===== config.mk =====
export PLATFORM = sky130hd
export DESIGN_NAME = demux16_1_seq
export DESIGN_NICKNAME = d
export VERILOG_FILES = /design/src/rtl/demux16_1_seq.sv
export SDC_FILE = /design/constraint.sdc
export NUM_CORES = 1
export LEC_CHECK = 0
export CORE_AREA = 2 2 66 68
export DETAILED_ROUTE_END_ITERATION = 7
export DIE_AREA = 0 0 68 70
export GPL_TIMING_DRIVEN = 0
export SLEW_MARGIN = 5
export SYNTH_ARGS = -nofsm -noshare
export SYNTH_HDL_FRONTEND = slang
export SYNTH_SLANG_ARGS = --single-unit

===== constraint.sdc =====
create_clock -name clk -period 4.3 [get_ports clk]
set_input_delay 0.86 -clock clk [delete_from_list [all_inputs] [get_ports clk]]
set_output_delay 0.86 -clock clk [all_outputs]
set_load 0.1 [all_outputs]

===== src/rtl/demux16_1_seq.sv =====
// demux16_1_seq: registered 1-to-16 demultiplexer with an auto-scan sequencer.
// A serial bit is deposited into one of sixteen held outputs, addressed either
// by the manual select {s3,s2,s1,s0} or by an internal 4-bit scan counter.
module demux16_1_seq #(
  parameter int unsigned CLEAR_ON_START = 0
) (
  input  logic       clk,
  input  logic       rst,
  input  logic       i,
  input  logic       valid_in,
  input  logic       mode,
  input  logic       start,
  input  logic       s0,
  input  logic       s1,
  input  logic       s2,
  input  logic       s3,
  output logic       y0,
  output logic       y1,
  output logic       y2,
  output logic       y3,
  output logic       y4,
  output logic       y5,
  output logic       y6,
  output logic       y7,
  output logic       y8,
  output logic       y9,
  output logic       y10,
  output logic       y11,
  output logic       y12,
  output logic       y13,
  output logic       y14,
  output logic       y15,
  output logic [3:0] cnt,
  output logic       frame_done
);

  logic [15:0] y_q, y_next;
  logic [3:0]  cnt_q, cnt_next, eff_cnt, sel;
  logic        mode_q, fd_q, fd_next;
  logic        mode_chg, restart, clear;

  // Next-state: restart detection, target select, output write, scan counter
  always_comb begin
    mode_chg = mode ^ mode_q;
    restart  = start | mode_chg;
    eff_cnt  = restart ? '0 : cnt_q;
    sel      = mode ? eff_cnt : {s3, s2, s1, s0};
    clear    = start && (CLEAR_ON_START != 0);

    // Clear is applied first so a same-cycle write still lands in the target.
    y_next = clear ? '0 : y_q;
    if (valid_in) begin
      y_next[sel] = i;
    end

    if (mode) begin
      cnt_next = valid_in ? eff_cnt + 4'd1 : eff_cnt;
    end else begin
      cnt_next = mode_chg ? '0 : cnt_q;
    end

    fd_next = mode && valid_in && (eff_cnt == 4'd15);
  end

  // State registers with synchronous reset
  always_ff @(posedge clk) begin
    if (rst) begin
      y_q    <= '0;
      cnt_q  <= '0;
      fd_q   <= 1'b0;
      mode_q <= 1'b0;
    end else begin
      y_q    <= y_next;
      cnt_q  <= cnt_next;
      fd_q   <= fd_next;
      mode_q <= mode;
    end
  end

  assign {y15, y14, y13, y12, y11, y10, y9, y8,
          y7, y6, y5, y4, y3, y2, y1, y0} = y_q;
  assign cnt        = cnt_q;
  assign frame_done = fd_q;

endmodule


Word-level counts from Yosys, hierarchy flattened
Index checks and enable logic that the tools add are counted.
{"block": "word_totals", "regBits": 22, "latchBits": 0, "mem_bits_rw": 0, "romBits": 0, "inputBits": 10, "output_inout_bits": 21, "wordCells": 22, "n_memories": 0}
{"block": "classes", "addsub": 1, "mul": 0, "div_mod_pow": 0, "order_cmp": 2, "eq_ne": 1, "shifts": 0, "muxes": 8, "bitwise": 2, "n_reduce_logical": 4}
{"op": "4-bit 2-to-1 mux", "n": 5}
{"op": "16-bit bitwise mux", "n": 1}
{"op": "4-bit by 5-bit less-than comparator with 1-bit output, second input constant", "n": 1}
{"op": "4-bit by 1-bit adder with 4-bit output, second input constant", "n": 1}
{"op": "1-bit demux with 4-bit select", "n": 1}
{"op": "4-bit equality test, second input constant", "n": 1}
{"op": "4-bit by 1-bit >= comparator with 1-bit output, second input constant", "n": 1}
{"op": "1-bit logical AND", "n": 3}
{"op": "2-bit nonzero test", "n": 1}
{"op": "1-bit 2-to-1 mux", "n": 1}
{"op": "1-bit bitwise OR", "n": 1}
{"op": "1-bit XOR", "n": 1}

Depth between registers and ports, before layout
{"block": "depth", "depth_word": 9, "mapped_depth": 9, "mapped_depth_nobuf": 6}

Worst setup path after synthesis
Ideal clock, no wire load.
{"block": "synth_timing", "path_type": "input to register", "startpoint": "in mode", "endpoint": "reg y_q[14]", "setup_time_ns": 0.072, "t_arrival_ns": 2.520, "t_required_ns": 4.228, "setup_slack_ns": 1.708, "path_stages": 9, "n_path_buf": 3, "path_cell_list": "buf_6 -> clkbuf_8 -> inv_1 -> ha_1 -> nor2_4 -> buf_6 -> a31oi_2 -> nor4_1 -> mux2i_1"}
{"block": "synth_between", "elab_chain_cells": 9, "word_cells_on_any_way": 10, "cone_classes": "order compare: 2; mux: 5; bitwise: 2; reduce/logical: 1"}
{"element": "start: declaration", "line": "11", "text": "input logic mode,"}
{"element": "1-bit XOR", "line": "44", "text": "mode_chg = mode ^ mode_q;"}
{"element": "1-bit bitwise OR", "line": "45", "text": "restart = start | mode_chg;"}
{"element": "4-bit 2-to-1 mux", "line": "46", "text": "eff_cnt = restart ? '0 : cnt_q;"}
{"element": "4-bit 2-to-1 mux *", "line": "47", "text": "sel = mode ? eff_cnt : {s3, s2, s1, s0};"}
{"element": "4-bit by 5-bit less-than comparator with 1-bit output (not written as such) or 4-bit by 1-bit >= comparator with 1-bit output (tied branches)", "line": "53", "text": "y_next[sel] = i;"}
{"element": "1-bit logical AND (not written as such)", "line": "53"}
{"element": "1-bit 2-to-1 mux (not written as such)", "line": "53"}
{"element": "1-bit demux with 4-bit select *", "line": "53"}
{"element": "16-bit bitwise mux *", "line": "53"}
{"element": "end signal: assignment", "line": "73", "text": "y_q <= y_next;"}
{"element": "end: declaration", "line": "37", "text": "logic [15:0] y_q, y_next;"}
Every way passes the cells marked *; elsewhere a longest branch is shown, timed or not.
A chain may end at the register's enable or synchronous reset.

Worst setup path in the final report
{"block": "layout_timing", "startpoint": "reg cnt_q[2] (netlist: cnt[2])", "endpoint": "out cnt[2]"}
{"element": "start: declaration", "line": "38", "text": "logic [3:0] cnt_q, cnt_next, eff_cnt, sel;"}
{"element": "start signal: assignment", "line": "74", "text": "cnt_q <= cnt_next;"}
{"element": "end: declaration", "line": "33", "text": "output logic [3:0] cnt,"}
No word-level cell between the ends.

==> metrics list <==
* Outcome: finished clean
* Number of buffers on the longest clock path: 2
- The worst setup path is captured at an output pin.
* Synthesized instance count: 122
- Hold buffer count at CTS: 0
- Number of nets with antenna violations after detailed routing: 0
- Net switching is 25.0% of the power.
* Wire length of the first global-routing pass: 4690 um
- After detailed routing, the met3 layer carries 140 um of wire.
* Leakage power of the design: 0.562 nW
- After layout, the worst path uses 63.8% of the clock period.
* Fraction of final layout cells sized beyond drive strength 1: 12.3%
* Chip Width: 68 um
- Clock latency on the worst-skew pair: 0.26 ns
* Post-Route M1 WL: 1240 um
* Arrival time reported for the critical path endpoint: 1.88 ns
- Wire segments on met2 add up to 1340 um in the final route.
* CTS H-Tree Depth: 1
* HPWL after detailed placement: 2080 um
- In the routed design, unresolved DRC markers number 0.
* Post-route worst setup slack: 1.56 ns
- In this run, CTS created clock tree buffers numbering 3.
- Pin slew with the least headroom to its limit: 0.982 ns
- In the post-synthesis netlist, the biggest area contributors are dfxtp_1 (37%), mux2i_1 (14%), nand2b_1 (9.0%).
- The worst setup path is of the reg -> out kind.
- Vias per cell: 4.91
- Largest stage delay on the critical path: 1.17 ns
- Crit path to: cnt[2]
- The number of antenna violations at the first check in global routing came to 0.
* GRT Total Usage: 12.5%
* Total power consumption of the routed design: 0.480 mW
- The clock period could shrink to 2.74 ns.
- By count the netlist is led by dfxtp_1 (22), nand2b_1 (17), mux2i_1 (16), nand4_1 (8), nor4_1 (8).
- At the end of the flow, the number of nets in the layout was 167.
- The number of pins exceeding their max-slew limit in the final report is 0.
- I/O pin count: 31
- Sequential-to-total area share from yosys stat: 37.4%
* Number of input and output port buffers inserted: 29
- Kind of cell adding the most delay to the critical path: buffers and inverters
- Startpoint of the most critical setup path: cnt[2]
- The die covers 4760 um^2.
* Hold crit path type: reg -> reg
* Cell type with the largest total area after synthesis: dfxtp_1
- Mean instance size in the synthesized netlist: 9.64 um^2
- Clock-pin transition on the worst setup and hold timing paths: 0.08 ns
* Cell area power density: 299 nW/um^2
- Netlist area before placement: 1180 um^2
- Worst r2r path cells: 7
- The share of total power dissipated in sequential elements is 43.3%.
* Std-Cell Rows: 24
- Across the run, the number of max-cap violations was 0.
- Number of cells on the worst hold path: 2
- Counting every sink on the clock net gives 22.
- Data required time at the worst endpoint: 3.44 ns
* Synthesized Nets: 133
* Layout overhead on the synthesized area: 36.3%
- WL/cell: 13.2 um
* Clock Power Share: 40.5%
- Switching pwr: 0.120 mW
- Worst clock skew on the final layout: 0.00250 ns
* Count of inserted antenna diode cells: 0
- RR Endpoint: y_q[6]
- Core region area: 4140 um^2
- Buffer count from post-CTS setup fixing: 0
- Gates resized during post-CTS repair numbered 0.
* Pre-CTS worst setup slack: 1.53 ns
* RSZ-0062 raised after global routing: no
- Together, buffers and inverters on the worst path number 1.
- TritonCTS built the clock tree.
- Number of global-route vias before repair: 966
- Vertical die dimension: 70 um
* Number of hold violations in the final report: 0
- Remaining Overflow, GRT: 0
- The most used flip-flop cell after synthesis is dfxtp_1.
- Peak VDD IR: 0.000180 V
- The internal portion of the total power is 0.360 mW.
- Setup_tns: 0 ns
- Seq cells post-synth: 22
- Once the floorplan was initialized, standard cells occupied 28.4% of the core.
- The detailed router used layers up to and including met4.
* Top cell type's share of synthesized area: 37.4%
- Cell with the biggest individual delay on the critical path: clkdlybuf4s50_1
- In this run, distinct cell masters in the synthesized netlist total 31.
- Detailed routing inserted a total of 1017 vias.
- Crit path depth: 1
- Number of detailed-routing iterations run before antenna repair: 4
- For this run, asynchronously set or reset flops after synthesis account for 0%.
- Total length of routed wires: 2730 um
- Of all nets on the critical path, the largest fanout is 6.
* Fmax: 364 MHz
- The worst register-to-register path has a setup slack of 2.39 ns.
* Number of synthesized flops with an enable pin: 0
- For this block, the initial DRC count from the detailed router was 56.
- Entering global routing, the biggest net connects 14 pins.
- Worst max-slew margin expressed relative to the limit: 34.3%
* Weighted congestion at the end of routability-driven global placement: 0.820
- The worst register-to-register path begins at mode_q.
- Walking the worst path, the cells encountered are clkdlybuf4s50_1.
* Element type at the critical path start: flop
- Finish-stage setup viols: 0
- Root buffer cell: clkbuf_8
* Logic gate share of total power: 16.1%
- Number of warnings reported in the yosys synthesis log: 0
- Most frequent cell after synthesis: dfxtp_1
placed cells by master (no fill, tap or decap), types with 2 or more instances in the layout:
cell	Yosys	layout
dfxtp_1	22	22
nor2_1	2	2
inv_1	3	3
buf_6	2	2
or3_1	4	4
nor4_1	8	8
o21ai_0	4	4
clkdlybuf4s50_1	0	29
nand2b_1	17	17
nor2b_1	3	3
nand4_1	8	8
clkbuf_8	1	4
clkbuf_1	4	4
a21oi_1	4	4
mux2i_1	16	16
a31oi_2	3	3
nand2_1	2	2
a31o_2	2	2
and3_1	4	4
power groups by stage:
stage	clock [mW]	combinational (mW)	sequential [mW]
3_3_place_gp	0	0.0764	0.213
2_1_floorplan	0	0.0387	0.230
4_1_cts	0.203	0.0781	0.208
6_report	0.194	0.0775	0.208
3_5_place_dp	0	0.0777	0.213
5_1_grt	0.210	0.0839	0.208
metrics by stage:
| stage | hold WS, ns | instances | utilization, % | instance area, um^2 |
|---|---|---|---|---|
| after floorplan | 0.690 | 122 | - | 1180 |
| after global placement | 0.467 | 203 | 37.0 | 1530 |
| after detailed placement | 0.467 | 203 | 37.0 | 1530 |
| after CTS | 0.485 | 207 | 38.7 | 1600 |
| after global routing | 0.502 | 207 | 38.7 | 1600 |
| final | 0.476 | 207 | 38.7 | 1600 |
kinds of logic after synthesis:
kind of cell	count (synthesis)	share of synthesized area [%]
flip-flops	22	37.4
buffers and inverters	11	5.74
AO/OA/AOI/OAI	16	10.6
multiplexers	16	13.6
AND/OR/NAND/NOR	56	31.5
adder cells (fa/ha/maj)	1	1.06
registers in the layout, indices dropped and copies added, names as in the netlist:
signal,cells
cnt,4
frame_done,1
mode_q,1
y_q,16
metal layers:
| metal | up-vias | global-route usage [%] |
|---|---|---|
| met3 | 2 | 4.19 |
| li1 | 515 | - |
| met5 | - | 0 |
| met1 | 477 | 17.5 |
| met4 | 0 | 1.33 |
| met2 | 23 | 19.2 |
area by class of cell:
cell class,instances,area [um^2]
timing repair buffer,29,290
tap,52,65.1
multi-input combinational,89,668
clock inverter,1,30.0
fill,413,2540
clock buffer,3,41.3
inverter,3,11.3
sequential,22,440
buffer,8,56.3
worst min-delay path, cell delays in order, from the launching register on:
cell and delay [ns]:
dfxtp_1 0.32, nand2b_1 0.06, mux2i_1 0.06
worst min-delay path by stage:
stage,startpoint,endpoint,slack [ns]
after floorplan,mode_q,cnt[0],0.69
after global placement,y_q[7],y_q[7],0.47
after detailed placement,y_q[0],y_q[0],0.47
after CTS,y_q[7],y_q[7],0.49
after global routing,y_q[14],y_q[14],0.50
final,y_q[15],y_q[15],0.48
(Power assumes the default switching activity.)
